File: config.mk
export PLATFORM = sky130hd
export DESIGN_NAME = frame_tx_sequencer
export DESIGN_NICKNAME = d
export VERILOG_FILES = /design/src/rtl/frame_tx_pkg.sv /design/src/rtl/baud_tick_gen.sv /design/src/rtl/frame_tx_sequencer.sv
export SDC_FILE = /design/constraint.sdc
export NUM_CORES = 1
export LEC_CHECK = 0
export CORE_MARGIN = 5
export CORE_UTILIZATION = 45
export CTS_CLUSTER_DIAMETER = 120
export DETAILED_ROUTE_END_ITERATION = 7
export PLACE_DENSITY = 0.71
export RECOVER_POWER = 100
export SLEW_MARGIN = 5
export SYNTH_ARGS = -nofsm -noshare
export SYNTH_HDL_FRONTEND = slang
export SYNTH_SLANG_ARGS = --single-unit
File: constraint.sdc
create_clock -name clk -period 2.1 [get_ports clk]
set_input_delay 0.42 -clock clk [delete_from_list [all_inputs] [get_ports clk]]
set_output_delay 0.42 -clock clk [all_outputs]
set_load 0.05 [all_outputs]
File: src/rtl/frame_tx_pkg.sv
// Shared types and frame layout for the serial frame transmitter.
// Frame vectors are indexed in transmission order: bit 0 leaves the line first.
package frame_tx_pkg;

  typedef enum logic [1:0] {
    IDLE  = 2'd0,
    SHIFT = 2'd1,
    GAP   = 2'd2
  } state_e;

  localparam int FRAME_LEN  = 17;
  localparam int PARITY_POS = 10;

  // Both constants are written first-transmitted bit on the left.
  localparam logic [4:0] HEADER  = 5'b11110;
  localparam logic [5:0] TRAILER = 6'b101111;

  function automatic logic even_parity(input logic [4:0] data);
    return ^data;
  endfunction

  function automatic logic [FRAME_LEN-1:0] build_frame(input logic [4:0] data,
                                                       input logic       parity);
    logic [FRAME_LEN-1:0] f;
    f = '0;
    for (int i = 0; i < 5; i++) f[i] = HEADER[4-i];
    for (int i = 0; i < 5; i++) f[5+i] = data[i];
    f[PARITY_POS] = parity;
    for (int i = 0; i < 6; i++) f[11+i] = TRAILER[5-i];
    return f;
  endfunction

endpackage

File: src/rtl/baud_tick_gen.sv
// Bit-period divider: pulses bit_tick_o on the last cycle of every CLKS_PER_BIT-cycle period.
module baud_tick_gen #(
  parameter int CLKS_PER_BIT = 1
) (
  input  logic clk,
  input  logic rst_n,
  input  logic clear_i,
  input  logic enable_i,
  output logic bit_tick_o
);

  localparam logic [7:0] LAST_CNT = 8'(CLKS_PER_BIT - 1);

  logic [7:0] cnt_q;

  // Cycle counter within the current bit period, restarted by every frame load.
  always_ff @(posedge clk or negedge rst_n) begin
    if (!rst_n) begin
      cnt_q <= 8'd0;
    end else if (clear_i) begin
      cnt_q <= 8'd0;
    end else if (enable_i) begin
      if (cnt_q == LAST_CNT) cnt_q <= 8'd0;
      else                   cnt_q <= cnt_q + 8'd1;
    end
  end

  assign bit_tick_o = enable_i && (cnt_q == LAST_CNT);

endmodule

File: src/rtl/frame_tx_sequencer.sv
// Frame transmitter: handshake-loaded 17-bit frame shifted out LSB-of-vector first, then an idle gap.
// Define FRAME_TX_PARITY_EN to send even payload parity in the P slot (otherwise P is 0).
module frame_tx_sequencer
  import frame_tx_pkg::*;
#(
  parameter int CLKS_PER_BIT = 1,
  parameter int GAP_BITS     = 2
) (
  input  logic       clk,
  input  logic       rst_n,
  input  logic [4:0] data_in,
  input  logic       data_valid,
  output logic       data_ready,
  output logic       tx_out,
  output logic       tx_active,
  output logic       frame_done
);

  localparam logic [4:0] BIT_LAST = 5'(FRAME_LEN - 1);
  localparam logic [3:0] GAP_LAST = 4'((GAP_BITS > 0) ? (GAP_BITS - 1) : 0);

  state_e               state_q;
  logic [FRAME_LEN-2:0] shreg_q;
  logic [4:0]           bit_cnt_q;
  logic [3:0]           gap_cnt_q;
  logic                 tx_out_q, data_ready_q, tx_active_q, frame_done_q;

  logic                 load_s, bit_tick_s, parity_s;
  logic [FRAME_LEN-1:0] frame_d;

`ifdef FRAME_TX_PARITY_EN
  assign parity_s = even_parity(data_in);
`else
  assign parity_s = 1'b0;
`endif

  assign frame_d = build_frame(data_in, parity_s);
  assign load_s  = (state_q == IDLE) && data_valid;

  baud_tick_gen #(
    .CLKS_PER_BIT(CLKS_PER_BIT)
  ) u_baud (
    .clk       (clk),
    .rst_n     (rst_n),
    .clear_i   (load_s),
    .enable_i  (state_q != IDLE),
    .bit_tick_o(bit_tick_s)
  );

  // Sequencer: the first frame bit goes straight to tx_out_q, the rest wait in shreg_q.
  always_ff @(posedge clk or negedge rst_n) begin
    if (!rst_n) begin
      state_q      <= IDLE;
      shreg_q      <= '0;
      bit_cnt_q    <= 5'd0;
      gap_cnt_q    <= 4'd0;
      tx_out_q     <= 1'b1;
      data_ready_q <= 1'b1;
      tx_active_q  <= 1'b0;
      frame_done_q <= 1'b0;
    end else begin
      frame_done_q <= 1'b0;
      case (state_q)
        IDLE: begin
          if (load_s) begin
            state_q      <= SHIFT;
            shreg_q      <= frame_d[FRAME_LEN-1:1];
            tx_out_q     <= frame_d[0];
            bit_cnt_q    <= 5'd0;
            data_ready_q <= 1'b0;
            tx_active_q  <= 1'b1;
          end else begin
            tx_out_q     <= 1'b1;
            data_ready_q <= 1'b1;
            tx_active_q  <= 1'b0;
          end
        end
        SHIFT: begin
          if (bit_tick_s) begin
            if (bit_cnt_q == BIT_LAST) begin
              bit_cnt_q <= 5'd0;
              tx_out_q  <= 1'b1;
              if (GAP_BITS > 0) begin
                state_q   <= GAP;
                gap_cnt_q <= 4'd0;
              end else begin
                state_q      <= IDLE;
                data_ready_q <= 1'b1;
                tx_active_q  <= 1'b0;
                frame_done_q <= 1'b1;
              end
            end else begin
              bit_cnt_q <= bit_cnt_q + 5'd1;
              tx_out_q  <= shreg_q[0];
              shreg_q   <= {1'b0, shreg_q[FRAME_LEN-2:1]};
            end
          end
        end
        GAP: begin
          if (bit_tick_s) begin
            if (gap_cnt_q == GAP_LAST) begin
              gap_cnt_q    <= 4'd0;
              state_q      <= IDLE;
              data_ready_q <= 1'b1;
              tx_active_q  <= 1'b0;
              frame_done_q <= 1'b1;
            end else begin
              gap_cnt_q <= gap_cnt_q + 4'd1;
            end
          end
        end
        default: begin
          state_q      <= IDLE;
          tx_out_q     <= 1'b1;
          data_ready_q <= 1'b1;
          tx_active_q  <= 1'b0;
        end
      endcase
    end
  end

  assign data_ready = data_ready_q;
  assign tx_out     = tx_out_q;
  assign tx_active  = tx_active_q;
  assign frame_done = frame_done_q;

endmodule

== Word level (Yosys, flattened, before mapping) ==
Index checks and enable logic that the tools add are counted.
Word-level totals
  bits in registers: 39
  input port bits: 8
  output and inout bits: 4
  logic and storage cells: 74
Cells by class
  add/subtract/negate cells: 3
  eq/ne operators: 10
  mux-type cells: 36
  bitwise operators: 2
  reductions and logical operators: 14
Operators with widths (count)
  2-to-1 mux 16 bit: 3
  one-hot mux 16 bit (2 select lines): 1
  2-to-1 mux 8 bit: 3
  2-to-1 mux 4 bit: 4
  2-to-1 mux 5 bit: 3
  != test 2 bit, second input constant: 6
  2-to-1 mux 1 bit: 11
  2-to-1 mux 2 bit: 5
  one-hot mux 5 bit (2 select lines): 1
  adder 8 x 1 -> 8 bit, second input constant: 1
  logical NOT 8 bit: 1
  one-hot mux 4 bit (2 select lines): 1
  AND reduction 4 bit: 2
  nonzero test 2 bit: 4
  one-hot mux 1 bit (3 select lines): 2
  one-hot mux 2 bit (3 select lines): 1
  AND reduction 3 bit: 2
  adder 5 x 1 -> 5 bit, second input constant: 1
  == test 5 bit, second input constant: 1
  AND reduction 5 bit: 1
  adder 4 x 1 -> 4 bit, second input constant: 1
  == test 4 x 1 -> 1 bit, second input constant: 1
  == test 2 x 1 -> 1 bit, second input constant: 1
  == test 2 bit, second input constant: 1
  other kinds (5): 7

== Depth between registers and ports, before layout ==
Gate-level depths: netlist of the first run.
  word-level depth: 4
  depth in mapped cells: 7
  mapped depth without buffers: 6

== Modules after synthesis ==
Synthesis of the first run repeated with hierarchy kept, for this count alone.
Second synthesis, totals
  cell total of the unflattened synthesis: 188
  area, all modules: 2058.2 µm²
Modules (own cells, without submodules)
  frame_tx_sequencer: instances 1, cells each 140, area each 1581.5 µm², seq. area each 778.2 µm²
  baud_tick_gen: instances 1, cells each 48, area each 476.7 µm², seq. area each 200.2 µm²

== Worst setup path after synthesis of the first run ==
No wires, ideal clock.
  path kind: flip-flop to flip-flop
  start point: reg u_baud.cnt_q[0]
  end point: reg u_baud.cnt_q[0]
  setup time: 0.125 ns
  arrival time: 1.590 ns
  required time: 1.975 ns
  slack: 0.385 ns
  stages on the path, launching flop included: 6
  path buffers: 0
  period minus slack after synthesis: 1.715 ns
  cell sequence: dfrtp_1 inv_1 ha_1 nor3b_2 a21oi_1 mux2_2
On the way
  longest elaborated chain between the ends: 4
  elaborated cells on any way between the ends: 5
  classes of those cells: add/sub (1); mux (3); reduce/logical (1)
Ends and longest elaborated chain
  from (decl): RTL line baud_tick_gen.sv:14  | logic [7:0] cnt_q;
  from (signal assigned): RTL line baud_tick_gen.sv:24  | else cnt_q <= cnt_q + 8'd1;
  adder 8 x 1 -> 8 bit / logical NOT 8 bit (equally long branches): RTL line baud_tick_gen.sv:24, baud_tick_gen.sv:23
  2-to-1 mux 8 bit *: RTL line baud_tick_gen.sv:23  | if (cnt_q == LAST_CNT) cnt_q <= 8'd0;
  2-to-1 mux 8 bit *: RTL line baud_tick_gen.sv:22  | end else if (enable_i) begin
  2-to-1 mux 8 bit *: RTL line baud_tick_gen.sv:20  | end else if (clear_i) begin
Every way passes the cells marked *; elsewhere a longest branch is shown, timed or not. The select of a mux whose other input is x is not followed.
A chain may end at the register's enable or synchronous reset.

== Worst setup path after layout of the first run ==
  start point: reg data_ready_q, in the netlist data_ready
  end point: out data_ready
RTL lines
  from (decl): RTL line frame_tx_sequencer.sv:26  | logic tx_out_q, data_ready_q, tx_active_q, frame_done_q;
  from (signal assigned): RTL line frame_tx_sequencer.sv:58  | data_ready_q <= 1'b1;
  from (signal assigned): RTL line frame_tx_sequencer.sv:70  | data_ready_q <= 1'b0;
  from (signal assigned): RTL line frame_tx_sequencer.sv:74  | data_ready_q <= 1'b1;
  to (decl): RTL line frame_tx_sequencer.sv:13  | output logic data_ready,
No word-level cell between the ends.

==> summary.txt, run 1 <==
Setup path
  • Worst EP required: 1.68 ns
  • Reg2reg start: u_baud.cnt_q[0]
  • Slowest CP cell: clkdlybuf4s50_1
  • WP depth: 1
  • Startpoint types: register
  • Setup slack, reg-to-reg: about 0.23 ns
  • Reg2Reg Depth: 8
  • Max Fanout on Critical Path: 3
  • Crit Path Class: register to primary output
  • Crit-path leading delay family: buffers and inverters
  • CP Buf/Inv Count: 1
  • Worst setup EP type: primary output
  • Critical path endpoint: data_ready
  • Crit path largest cell delay: roughly 0.8 ns
  • Worst Path Arrival: about 1.6 ns
  • CP cell instances: clkdlybuf4s50_1
  • Critical R2R Capture: tx_out
  • CP startpoint: data_ready

Clock network
  • TritonCTS Buffers: 5
  • Buffer type at the clock tree root: clkbuf_8
  • Clock sink total: 39
  • Postcts setup bufs: 0
  • Clock-pin slew on the worst setup and hold paths: roughly 0.070 ns
  • H-tree Lvls: 2
  • Clock Path Buffers: 2
  • Clk Latency, worst-skew pair: around 0.29 ns
  • CTS tree: yes

Pwr
  • Final Power: roughly 3 mW
  • Combinational power share: 36.6%
  • Share of power burned in registers: around two fifths
  • Clock power frac: 21.6%
  • Sw power: roughly 1.1 mW
  • PD cells: roughly 1300 mW/mm^2
  • Sw frac: around 37%
  • VDD IR-drop max: ~680 uV
  • Internal power: ~1.9 mW
  • Lkg Pwr: 1.010 nW

Drt
  • # DRC: 0
  • DR pass1 iterations: 4
  • Iter 0 DRT Violations: roughly 110
  • Vias: around 1500
  • Drt total wl: about 3700 um
  • Post-route ant nets: 0
  • Vias per cell: around 5.6
  • Per-cell routed wire length: 13.74 um

Cells and area
  • # fillers: 372
  • Non-Filler Instances: ~270
  • Layout area overhead: 15.90%
  • Fin nets: 235
  • Layout cells sized above 1: between 10% and 20%
  • Antenna diodes: 0

Synthesis
  • Synth Area in Compound Gates: 17.90%
  • Largest area contributor in the netlist: dfrtp_1
  • Cell Area, Synth: 0.001943 mm^2
  • Post-synth top flop: dfrtp_1
  • Post-synth EDFFs: 0
  • Xor and xnor area share after synthesis: 0.9015%
  • Mux contribution to synthesized area: around 3.7%
  • Post-Syn Instances: roughly 200
  • Post-synth ARST share: 100.0%
  • Register bit total from synthesis: 39
  • Synth Area in Simple Gates: roughly a fifth
  • Syn Area/Cell: approximately 10 um^2
  • Post-synth top area share: 47.65%
  • Mapped Nets: approximately 210
  • Area contributors post-synth: dfrtp_1 (48%), o21ai_0 (7.0%), ha_1 (3.9%)
  • Count of warnings emitted by yosys: 0
  • Post-Synth Adder-Cell Area: 3.863%
  • Largest family of logic cells by synthesized area: simple AND/OR/NAND/NOR gates
  • Seq/Total Area, Yosys: around 50%
  • Netlist cell types: 39

STA
  • RSZ-0062 raised after global routing: false
  • Final setup vio count: 0
  • Final setup margin: approximately 0.051 ns
  • Setup TNS: 0 ns
  • Final cycle utilization of the critical path: a little over nine tenths
  • Slew HR: 29.52%
  • Max Slew Vio Count: 0
  • Worst-Margin Slew: ~1.1 ns
  • Fin. Hold Viols: 0
  • Fmax: approximately 490 MHz
  • Minimum clock period: about 2.0 ns
  • Layout Skew: between 0.0015 and 0.002 ns

Hold path
  • Worst hold-check path type: primary input to async pin

Global routing
  • Pin count of the biggest net entering global routing: 25
  • GRT overflow: 0
  • Initial antenna violation count: 0
  • Vias in the first global route: between 1000 and 1500
  • First-pass GRT wire length: ~6500 um
  • Tot GR Track Use: about 15%

Floorplanning
  • Die height: 75.71 um
  • Initial Util: 47.55%
  • Die Wd: approximately 76 um
  • DIE AREA: ~0.0057 mm^2
  • I/O pin count: 12
  • Site Rows: 23
  • Core Area: roughly 0.0041 mm^2

Run status
  • Status: finished clean

Placed design
  • Dpl hpwl: between 2000 and 3000 um
  • Dpl cells: 264
  • Setup WS pre-CTS: approximately 0.18 ns
  • IO buf count: 11
  • RePlAce Congestion: about 0.8

Job
  • Max-capacitance violation count: 0
==> cells in the mapped netlist, types with 2 or more instances <==
cell      count
mux2i_1       6
o31ai_1       4
nand3_1      10
o21a_1        2
or3_1         2
o21ai_0      27
nand2b_1      2
nand4_1       3
nor2b_1       2
buf_2         3
xnor2_1       2
clkbuf_1      2
a31oi_1       6
dfrtp_1      37
inv_1        14
ha_1          6
a21oi_1      13
nand2_1      17
nor3_1        3
dfstp_2       2
nor3b_2       2
nor2_1       15
a22o_1        2
and3_1        2
==> how the worst min path moves through the flow <==
stage / start / slack, ns / depth (start not counted) / to
global route: rst_n / 0.40 / 1 / u_baud.cnt_q[7]
global placement: rst_n / 0.41 / 1 / u_baud.cnt_q[7]
floorplan: rst_n / 0.12 / 0 / bit_cnt_q[0]
detailed placement: rst_n / 0.41 / 1 / u_baud.cnt_q[7]
CTS: rst_n / 0.1 / 1 / u_baud.cnt_q[7]
finish: rst_n / 0.29 / 1 / u_baud.cnt_q[7]
==> layout by cell type (no fill, tap or decap), types with 3 or more instances in the layout <==
cell             instances
a21oi_1                 13
a31oi_1                  6
buf_4                    8
clkbuf_1                 3
clkbuf_8                 6
clkdlybuf4s50_1          7
dfrtp_1                 37
ha_1                     6
inv_1                   14
mux2i_1                  6
nand2_1                 17
nand3_1                 10
nand4_1                  4
nor2_1                  15
nor3_1                   3
o21ai_0                 26
o31ai_1                  4
==> final cells by class <==
class | instances | area [um^2] | area share [%]
Multi-Input combinational cell | 140 | 867.1 | 38.50
Tap cell | 50 | 62.56 | 2.778
Inverter | 14 | 52.55 | 2.333
Clock inverter | 2 | 35.03 | 1.556
Timing Repair Buffer | 21 | 173.9 | 7.722
Clock buffer | 6 | 82.58 | 3.667
Sequential cell | 39 | 978.4 | 43.44
==> logic make-up after synthesis <==
kind of cell / after synthesis
DFF: 39
adders and majority gates: 6
buffers and inverters: 20
xor gates and xnor gates: 2
AOI/OAI and AO/OA: 59
muxes: 7
and+or+nand+nor: 66
==> what timing repair did <==
item                                    CTS  global route
resized for setup                         0             2
hold buffers                              0             0
endpoints found under the setup margin    0             2
hold endpoints to repair                  0             0
==> per-layer routing <==
metal | track usage [%] | part of all wire [%] | up-vias
met1 | 19.14 | 48 | 746
met2 | 24.16 | 46 | 28
met4 | 4.660 | 1.2 | 0
met5 | 0 | 0 | -
li1 | - | - | 751
met3 | 3.958 | 4.3 | 8
==> stage by stage <==
| step | hold slack [ns] | util [%] | area (um^2) |
|---|---|---|---|
| after floorplan | 0.1244 | - | 1943 |
| after global placement | 0.4117 | 53.00 | 2166 |
| after detailed placement | 0.4137 | 53.00 | 2166 |
| after CTS | 0.09672 | 55.88 | 2283 |
| after global routing | 0.4044 | 55.11 | 2252 |
| final | 0.2891 | 55.11 | 2252 |
==> power by group through the flow <==
| stage | Sequential, mW | Clock, mW | Combinational (mW) |
|---|---|---|---|
| after floorplan | 1.29 | 0 | 0.758 |
| final | 1.25 | 0.644 | 1.09 |
| after global routing | 1.29 | 0.690 | 1.24 |
| after CTS | 1.25 | 0.661 | 1.15 |
| after detailed placement | 1.26 | 0 | 1.14 |
| after global placement | 1.25 | 0 | 1.10 |
==> state kept, by name (all words and copies together), names as in the netlist <==
| name | count |
|---|---|
| tx_out | 1 |
| frame_done | 1 |
| shreg_q | 16 |
| state_q | 2 |
| u_baud.cnt_q | 8 |
| data_ready | 1 |
| bit_cnt_q | 5 |
| tx_active | 1 |
| gap_cnt_q | 4 |
No activity file was read; power rests on OpenSTA's default activity.
==> run 2, diff against run 1 <==
--- a/config.mk
+++ b/config.mk
@@ -15,3 +15,4 @@
 export SYNTH_ARGS = -nofsm -noshare
 export SYNTH_HDL_FRONTEND = slang
 export SYNTH_SLANG_ARGS = --single-unit
+export TNS_END_PERCENT = 30
==> results of run 2 <==
Same layout as run 1: the final DEF is identical, and so are final timing and power.
==> run 3, diff against run 2 <==
--- a/config.mk
+++ b/config.mk
@@ -14,5 +14,6 @@
 export SLEW_MARGIN = 5
 export SYNTH_ARGS = -nofsm -noshare
 export SYNTH_HDL_FRONTEND = slang
+export SYNTH_HIERARCHICAL = 1
 export SYNTH_SLANG_ARGS = --single-unit
 export TNS_END_PERCENT = 30
==> run 3 against run 2 <==
- the flow now finishes with violations (setup timing)
- clock power up 2%
- die area up 5.1%
- worst setup slack worse by 0.054 ns
- critical path depth up 8
- largest power group is now combinational cells
- register-to-register slack worse by 0.23 ns
- design area up 9.9%
- synthesized area up 5.9%
- non-clock buffer count up 12
- core utilization up 1.3 points
- sequential power about the same
- synthesized cell count down 5.5%
- routed wire length up 8.5%
==> summary.txt, run 3 <==
Synthesis
  • Count leader, synth: dfrtp_1 (unchanged)
  • Post-Syn Instances: 188 (was 199)
  • Post-synth ARST share: 100.0% (unchanged)
  • Seq/Total Area, Yosys: 47.54% (was 50.35%)
  • Area contributors post-synth: dfrtp_1 (45%), a2bb2oi_2 (3.6%), ha_1 (3.6%) (was dfrtp_1 (48%), o21ai_0 (7.0%), ha_1 (3.9%))
  • Syn Area/Cell: 10.95 um^2 (was 9.764 um^2)
  • Cell Area, Synth: 0.002058 mm^2 (was 0.001943 mm^2)
  • Largest area contributor in the netlist: dfrtp_1 (unchanged)
  • Commonest cells in the netlist: dfrtp_1 (37), inv_1 (17), o22ai_1 (11) (was dfrtp_1 (37), o21ai_0 (27), nand2_1 (17))
  • Count of warnings emitted by yosys: 6 (was 0)
  • Mapped Nets: 202 (was 213)
  • Post-synth top area share: 44.98% (was 47.65%)
  • Netlist cell types: 56 (was 39)
  • Post-synth EDFFs: 0 (unchanged)
  • Post-synth top flop: dfrtp_1 (unchanged)
  • Register bit total from synthesis: 39 (unchanged)

Cells and area
  • Top flop regs: shreg_q x16, u_baud/cnt_q x8, bit_cnt_q x5 (was shreg_q x16, u_baud.cnt_q x8, bit_cnt_q x5)
  • Post-route cell area: 0.002475 mm^2 (was 0.002252 mm^2)
  • Max reg flops: 16 (unchanged)
  • Antenna diodes: 0 (unchanged)
  • Top reg by flops: shreg_q (unchanged)
  • Layout area overhead: 20.24% (was 15.90%)
  • # fillers: 386 (was 372)
  • Most frequent cells in the layout: dfrtp_1 (37), buf_4 (18), inv_1 (16) (was dfrtp_1 (37), o21ai_0 (26), nand2_1 (17))
  • Layout cells sized above 1: 24.55% (was 11.26%)
  • Commonest non-fill, non-tap cell in the layout: dfrtp_1 (unchanged)
  • Fin nets: 233 (was 235)

Placed design
  • IO buf count: 11 (unchanged)
  • Dpl hpwl: 2791 um (was 2673 um)
  • Placed cell areas: 0.002330 mm^2 (was 0.002166 mm^2)
  • RePlAce Congestion: 0.7370 (was 0.7790)

STA
  • Fin. Hold Viols: 0 (unchanged)
  • Final setup vio count: 1 (was 0)
  • Slew HR: 35.76% (was 29.52%)
  • RSZ-0062 raised after global routing: true (was false)
  • Max Slew Vio Count: 0 (unchanged)
  • Fmax: 475.7 MHz (was 488.1 MHz)
  • Layout Skew: 0.01529 ns (was 0.001880 ns)
  • Minimum clock period: 2.102 ns (was 2.049 ns)
  • Final cycle utilization of the critical path: 100.1% (was 97.56%)
  • Worst-Margin Slew: 0.9636 ns (was 1.057 ns)
  • Final setup margin: -0.002379 ns (was 0.05131 ns)

Floorplanning
  • Die height: 77.63 um (was 75.71 um)
  • DIE AREA: 0.006026 mm^2 (was 0.005732 mm^2)
  • Initial Util: 46.95% (was 47.55%)
  • Site Rows: 24 (was 23)
  • I/O pin count: 12 (unchanged)
  • Die Wd: 77.63 um (was 75.71 um)
  • Core Area: 0.004384 mm^2 (was 0.004086 mm^2)

Setup path
  • Reg2Reg Depth: 9 (was 8)
  • Crit path largest cell delay: 0.48 ns (was 0.80 ns)
  • Reg2reg start: u_baud/cnt_q[0] (was u_baud.cnt_q[0])
  • Max Fanout on Critical Path: 7 (was 3)
  • Critical R2R Capture: shreg_q[1] (was tx_out)
  • CP startpoint: u_baud/cnt_q[0] (was data_ready)
  • Critical path endpoint: shreg_q[1] (was data_ready)
  • Worst Path Arrival: 2.34 ns (was 1.63 ns)
  • Worst EP required: 2.34 ns (was 1.68 ns)
  • Crit Path Class: register to register (was register to primary output)
  • CP cell instances: inv_2 > ha_1 > or4b_4 > nor3_4 > buf_6 > mux2i_4 > a211oi_4 > buf_2 > o22a_1 (was clkdlybuf4s50_1)
  • Setup slack, reg-to-reg: -0.002 ns (was 0.23 ns)
  • Startpoint types: register (unchanged)
  • Slowest CP cell: or4b_4 (was clkdlybuf4s50_1)
  • WP depth: 9 (was 1)
  • Crit-path leading delay family: simple AND/OR/NAND/NOR gates (was buffers and inverters)
  • CP Buf/Inv Count: 3 (was 1)
  • Worst setup EP type: register (was primary output)

Pwr
  • Clock power frac: 18.3% (was 21.6%)
  • Internal power: 2.214 mW (was 1.885 mW)
  • Combinational power share: 47.3% (was 36.6%)
  • VDD IR-drop max: 616.2 uV (was 675.6 uV)
  • PD cells: 1446 mW/mm^2 (was 1326 mW/mm^2)
  • Lkg Pwr: 1.092 nW (was 1.010 nW)
  • Sw power: 1.363 mW (was 1.101 mW)
  • Share of power burned in registers: 34.4% (was 41.8%)
  • Final Power: 3.578 mW (was 2.986 mW)
  • Sw frac: 38.11% (was 36.86%)

Global routing
  • GRT overflow: 0 (unchanged)
  • Tot GR Track Use: 14.30% (was 14.77%)
  • Vias in the first global route: 1547 (was 1476)
  • Initial antenna violation count: 0 (unchanged)
  • First-pass GRT wire length: 7051 um (was 6458 um)
  • Pin count of the biggest net entering global routing: 40 (was 25)

Drt
  • Vias per cell: 5.643 (was 5.636)
  • Per-cell routed wire length: 14.91 um (was 13.74 um)
  • # DRC: 0 (unchanged)
  • Drt total wl: 4056 um (was 3738 um)
  • Iter 0 DRT Violations: 68 (was 108)
  • Vias: 1535 (was 1533)
  • Post-route ant nets: 0 (unchanged)
  • DR pass1 iterations: 4 (unchanged)

Run status
  • Status: finished with violations (was finished clean)
  • Violations in the final reports: setup timing

Clock network
  • Clock-pin slew on the worst setup and hold paths: 0.09 ns (was 0.07 ns)
  • Buffer type at the clock tree root: clkbuf_8 (unchanged)
  • Clock Path Buffers: 2 (unchanged)
  • CTS tree: yes (unchanged)
  • TritonCTS Buffers: 5 (unchanged)
  • Clock sink total: 39 (unchanged)
  • CTS Hold Bufs: 0 (unchanged)
  • Clk Latency, worst-skew pair: 0.31 ns (was 0.29 ns)
  • H-tree Lvls: 2 (unchanged)

Job
  • Max-capacitance violation count: 0 (unchanged)

Hold path
  • Worst hold-check path type: primary input to async pin (unchanged)
## run 3: kinds of logic after synthesis
family,count (synthesis),synth area share (%)
AOI/OAI and AO/OA,61,23.89
xor gates and xnor gates,2,0.8512
adders and majority gates,6,3.647
buffers and inverters,26,6.139
DFF,39,47.54
muxes,1,0.6685
and+or+nand+nor,53,17.27
## run 3: final cells by class
class / instances / area, um^2 / area share [%]
Multi-Input combinational cell: 123 / 991.0 / 40.04
Sequential cell: 39 / 978.4 / 39.53
Timing Repair Buffer: 33 / 260.3 / 10.52
Clock buffer: 5 / 68.82 / 2.781
Tap cell: 52 / 65.06 / 2.629
Inverter: 17 / 63.81 / 2.578
Clock inverter: 3 / 47.55 / 1.921
## run 3: power by group through the flow
stage | logic, mW | registers, mW | clock network [mW]
2_1_floorplan | 1.12 | 1.30 | 0
3_3_place_gp | 1.59 | 1.23 | 0
3_5_place_dp | 1.64 | 1.24 | 0
4_1_cts | 1.64 | 1.23 | 0.672
5_1_grt | 1.85 | 1.26 | 0.712
6_report | 1.69 | 1.23 | 0.654
## run 3: stage by stage
step	setup TNS (ns)	util, %	hold slack, ns	std cells	setup WS (ns)
final	-0.002379	56.45	0.3361	272	-0.002379
after CTS	0	55.79	0.1798	270	0.001891
after global placement	0	53.14	0.4622	262	0.07045
after detailed placement	0	53.14	0.4630	262	0.01789
after floorplan	-0.2206	-	0.1244	188	-0.03894
after global routing	-1.334	56.45	0.4390	272	-0.1217
## run 3: what timing repair did
item / in CTS / in global routing
setup buffers: 0 / 1
endpoints found under the setup margin: 0 / 25
gates resized for setup: 0 / 7
## run 3: per-layer routing
layer	track usage, %	part of all wire, %	vias to the layer above
met3	4.745	4.1	2
li1	-	-	752
met1	18.44	47	759
met4	4.467	0.57	0
met2	22.70	48	22
met5	0	0	-
## run 3: worst reg2reg max path, cell delays in order (launching register included)
cell and delay [ns]:
dfrtp_1 0.39, inv_2 0.06, ha_1 0.13, or4b_4 0.48
nor3_4 0.13, buf_6 0.14, mux2i_4 0.11, a211oi_4 0.24
buf_2 0.22, o22a_1 0.15
## run 3: worst min-delay path by stage
stage,from,end,slack [ns],depth (start not counted)
after CTS,rst_n,shreg_q[5],0.18,2
after floorplan,rst_n,bit_cnt_q[0],0.12,0
after global routing,rst_n,shreg_q[5],0.44,2
final,rst_n,shreg_q[5],0.34,2
after global placement,data_ready,data_ready,0.46,2
after detailed placement,data_ready,data_ready,0.46,2
==> RTL edit 1: new RTL, config.mk and constraints of run 2 <==
One comparison of `bit_cnt_q` changes from == to >=.
--- a/src/rtl/frame_tx_sequencer.sv
+++ b/src/rtl/frame_tx_sequencer.sv
@@ -77,7 +77,7 @@
         end
         SHIFT: begin
           if (bit_tick_s) begin
-            if (bit_cnt_q == BIT_LAST) begin
+            if (bit_cnt_q >= BIT_LAST) begin
               bit_cnt_q <= 5'd0;
               tx_out_q  <= 1'b1;
               if (GAP_BITS > 0) begin
Check against the original RTL: same outputs for any inputs over 10 cycles, from zero or initial values and one cycle with rst_n low; that may be too few to reach the edited logic, so the function may still have changed.
==> RTL edit 1 against run 2 <==
  * Critical path depth up 5
  * Via count down 7.1%
  * Register-to-register slack worse by 0.17 ns
  * Worst setup slack better by 0.0097 ns
  * Area after synthesis down 0.39%
  * Synthesized cell count down 8.5%
  * Clock skew up 0.0046 ns
  * Cell area down 1.4%
  * Wire length up 1.4%
  * Clock power down 7.8%
  * Total power down 3.2%
  * Sequential cell count unchanged
  * Die area down 0.33%
==> RTL edit 1: results (changes against run 2) <==
status: "finished, final reports clean"
drt_iter0_drc: 79  # -27%
r2r-end: "bit_cnt_q[2]"
clockBufferDepth: 2  # unchanged
postCtsSetupBuffers: 0  # unchanged
p_total_mw: 2.89  # -3.2%
fin_nets: 221  # -6.0%
finalHoldWorstSlack_ns: 0.270  # -0.0186 ns
grt_pass1_vias: 1408  # -4.6%
maxSlewHeadroom: 0.371  # +0.0763
critPathMaxFanout: 6  # +3
place_area_mm2: 0.00214  # -1.3%
grt_use_total: 0.150  # +0.00184
drive_above_1_share: 0.0980  # -0.0146
combPwrFrac: 0.409  # +0.043
routabilityCongestion: 0.836  # +7.4%
synth_top_area_share: 0.478  # +0.00185
syn_inst: 182  # -8.5%
drt_wl_total_um: 3790  # +1.4%
worstPathArrival_ns: 2.26  # +0.63 ns
yosysUniqueCellTypes: 41  # +5.1%
insertion_delay_ns: 0.28
post-place-ws_ns: 0.00810  # -0.170 ns
grt_max_degree: 40  # +60%
syn_nets: 200  # -6.1%
ys_top_cells_by_area: "dfrtp_1 (48%), ha_1 (6.5%), o21ai_0 (5.4%)"
ir_drop_v: 0.000854  # +26%
port_buffers: 11  # unchanged
r2r_start: "state_q[0]"
switchingPower_mw: 1.07  # -2.9%
grtUsageMet3: 0.0409  # +0.00132
numCtsBuffers: 5  # unchanged
met2_usage: 0.250  # +0.00863
reg_top3: "shreg_q x16, u_baud.cnt_q x8, bit_cnt_q x5"
use_met1: 0.189  # -0.00245
p_seq_frac: 0.386  # -0.032
dpl.hpwl_um: 2860  # +6.9%
worst-r2r-setup-slack_ns: 0.06  # -0.17 ns
reg2reg_depth: 6  # -2
skew_ns: 0.00649  # +0.00461 ns
dp.cells: 246  # -6.8%
## RTL edit 1: cell types whose count changed in the layout (fill, tap and decap cells not counted), moves of 3 or more
cell / delta
nor2_1: -8
clkbuf_2: +3
inv_1: -5
buf_4: -3
o21ai_0: -5
a21oi_1: -9
clkbuf_1: +4
a31oi_1: -3
a22o_1: +5
ha_1: +4
nand4_1: -3
nand3_1: -3
o22a_1: +6
## RTL edit 1: worst max-delay path: stages, from the launching register on
cell and delay [ns]:
dfrtp_1 0.37, inv_1 0.09, ha_1 0.25, nor4b_4 0.38
a31oi_1 0.26, or4b_1 0.54, nand2_1 0.08
## RTL edit 1: cell type report
type	count	area [um2]
clock inverter	1	30.0
fill	382	1870
timing repair buffer	21	151
sequential	39	978
inverter	9	33.8
clock buffer	7	76.3
multi-input combinational	127	888
tap	50	62.6
## RTL edit 1: worst max path at each step
stage	startpoint	endpoint	cells after the start	slack, ns
after floorplan	state_q[0]	state_q[0]	7	0.07
after global placement	state_q[0]	bit_cnt_q[2]	6	0.15
after detailed placement	state_q[0]	gap_cnt_q[3]	6	0.008
after CTS	state_q[0]	gap_cnt_q[3]	6	0.0007
after global routing	state_q[0]	gap_cnt_q[3]	6	-0.03
final	state_q[0]	bit_cnt_q[2]	6	0.06
## RTL edit 1: kinds of logic after synthesis
family / after synthesis / share of synthesized area
xor gates and xnor gates: 2 / 0.00905
muxes: 9 / 0.0485
DFF: 39 / 0.505
buffers and inverters: 16 / 0.0355
AOI/OAI and AO/OA: 55 / 0.189
and+or+nand+nor: 51 / 0.147
adders and majority gates: 10 / 0.0646
## RTL edit 1: layer usage
metal	wire (um)	part of all wire
met5	0	0
met1	1720	0.45
met4	25	0.0066
met3	154	0.041
met2	1890	0.50
==> RTL edit 2: new RTL, config.mk and constraints of run 2 <==
Made on the original files. Build with the macro `FRAME_TX_PARITY_EN` defined.
--- a/src/rtl/frame_tx_sequencer.sv
+++ b/src/rtl/frame_tx_sequencer.sv
@@ -1,5 +1,7 @@
 // Frame transmitter: handshake-loaded 17-bit frame shifted out LSB-of-vector first, then an idle gap.
 // Define FRAME_TX_PARITY_EN to send even payload parity in the P slot (otherwise P is 0).
+`define FRAME_TX_PARITY_EN
+
 module frame_tx_sequencer
   import frame_tx_pkg::*;
 #(
Behaviour: no difference found for any inputs over 10 cycles, from zero or initial values and one cycle with rst_n low; that may be too few to reach the edited logic, so the function may still have changed.
==> RTL edit 2 against run 2 <==
  * Largest power group unchanged
  * Area after synthesis increased by 0.26%
  * Worst setup slack improved by 0.0011 ns
  * Total power decreased by 2.3%
  * Critical path type unchanged
  * Wire length decreased by 2.9%
  * Clock power decreased by 15%
  * Cell area decreased by 0.33%
  * Global-route usage decreased by 0.43 points
  * Sequential cell count unchanged
  * Synthesized cell count decreased by 7.0%
==> RTL edit 2: results (changes against run 2) <==
ys_top_cells_by_count: "dfrtp_1 (37), o21ai_0 (21), nand3_1 (12)"
numCtsBuffers: 5  # unchanged
htreeDepth: 2  # unchanged
synth_flop_cell: "dfrtp_1"
crit_family: "buffers and inverters"
fin_nets: 222  # -5.5%
cp_slowest_cell: "clkdlybuf4s50_1"
yosysUniqueCellTypes: 40  # +2.6%
antennaDiodeCount: 0  # unchanged
reg_top3: "shreg_q x16, u_baud.cnt_q x8, bit_cnt_q x5"
grt_pass1_vias: 1365  # -7.5%
grt_use_total: 0.143  # -0.00431
post-place-ws_ns: 0.176  # -0.00252 ns
clkTransAtPathRegs_ns: 0.07  # about the same
insertion_delay_ns: 0.29  # about the same
avgSynthCellArea_um2: 10.5  # +7.8%
antenna_found_initial: 0  # unchanged
postCtsSetupBuffers: 0  # unchanged
viasPerCell: 5.68  # +0.75%
drt_iter0_drc: 54  # -50%
ctsResizeCount: 0  # unchanged
skew_ns: 0.00510  # +0.00322 ns
worst_pin_slew_ns: 0.945  # -0.112 ns
ys_top_cells_by_area: "dfrtp_1 (48%), o21ai_0 (5.4%), ha_1 (3.9%)"
syn_nets: 199  # -6.6%
routabilityCongestion: 0.788  # +1.1%
clockBufferDepth: 2  # unchanged
critPathMaxFanout: 3  # unchanged
grt_max_degree: 40  # +60%
hold_path_class: "in -> async"
status: "finished, final reports clean"
drtPass1Iterations: 4  # unchanged
root_buffer: "clkbuf_8"
cpPeakStageDelay_ns: 0.80  # about the same
dp.cells: 253  # -4.2%
drive_above_1_share: 0.115  # +0.00222
async_reset_ff_frac: 1.00  # unchanged
port_buffers: 11  # unchanged
dr_total_vias: 1482  # -3.3%
yosys_warnings: 0  # unchanged
dpl.hpwl_um: 2510  # -6.1%
grt_pass1_wl_um: 6240  # -3.4%
synth_seq_area_share: 0.502  # -0.00129
ir_drop_v: 0.000413  # -39%
post_drt_wl_per_cell_um: 13.9  # +1.2%
worstPathArrival_ns: 1.63  # about the same
p_leak_nw: 1.02  # +0.85%
## RTL edit 2: final cells by class
type,instances,area [um2]
Multi-Input combinational cell,132,906
Fill cell,404,2020
Clock buffer,8,100
Timing Repair Buffer,21,161
Inverter,9,33.8
Tap cell,52,65.1
Sequential cell,39,978
## RTL edit 2: path summary, 6_finish.rpt
| kind | startpoint | end | slack, ns | cells past startpoint |
|---|---|---|---|---|
| worst max-delay path | data_ready | data_ready | 0.05 | 1 |
| worst min-delay path | rst_n | gap_cnt_q[3] | 0.35 | 2 |
| worst min register to register | shreg_q[13] | shreg_q[13] | 0.49 | 1 |
| worst max register to register | bit_cnt_q[0] | shreg_q[9] | 0.19 | 6 |
| min in group clk | shreg_q[13] | shreg_q[13] | 0.49 | 1 |
| max in group asynchronous | rst_n | shreg_q[3] | 1.16 | 2 |
## RTL edit 2: kinds of logic after synthesis
| kind of cell | after synthesis | share of synthesized area |
|---|---|---|
| AO/OA/AOI/OAI | 60 | 0.202 |
| XOR/XNOR | 4 | 0.0250 |
| adder cells (fa/ha/maj) | 6 | 0.0385 |
| buffers and inverters | 14 | 0.0302 |
| flip-flops | 39 | 0.502 |
| multiplexers | 9 | 0.0475 |
| AND/OR/NAND/NOR | 53 | 0.154 |
## RTL edit 2: power by group
group          internal [mW]  switching (mW)  total, mW
combinational          0.488           0.587       1.07
sequential              1.05           0.244       1.30
clock                  0.300           0.249      0.549
total                   1.84            1.08       2.92
## RTL edit 2: metal layers
layer,vias up,track usage,part of all wire
li1,734,-,-
met1,718,0.194,0.50
met2,24,0.216,0.44
met3,6,0.0449,0.044
met4,0,0.0524,0.017
met5,-,0,0
## RTL edit 2: worst reg2reg max path, stage by stage (launching register included)
cell	delay, ns
dfrtp_1	0.40
inv_1	0.08
ha_1	0.20
and4bb_2	0.29
nand4b_1	0.21
nand2_1	0.25
mux2_2	0.36
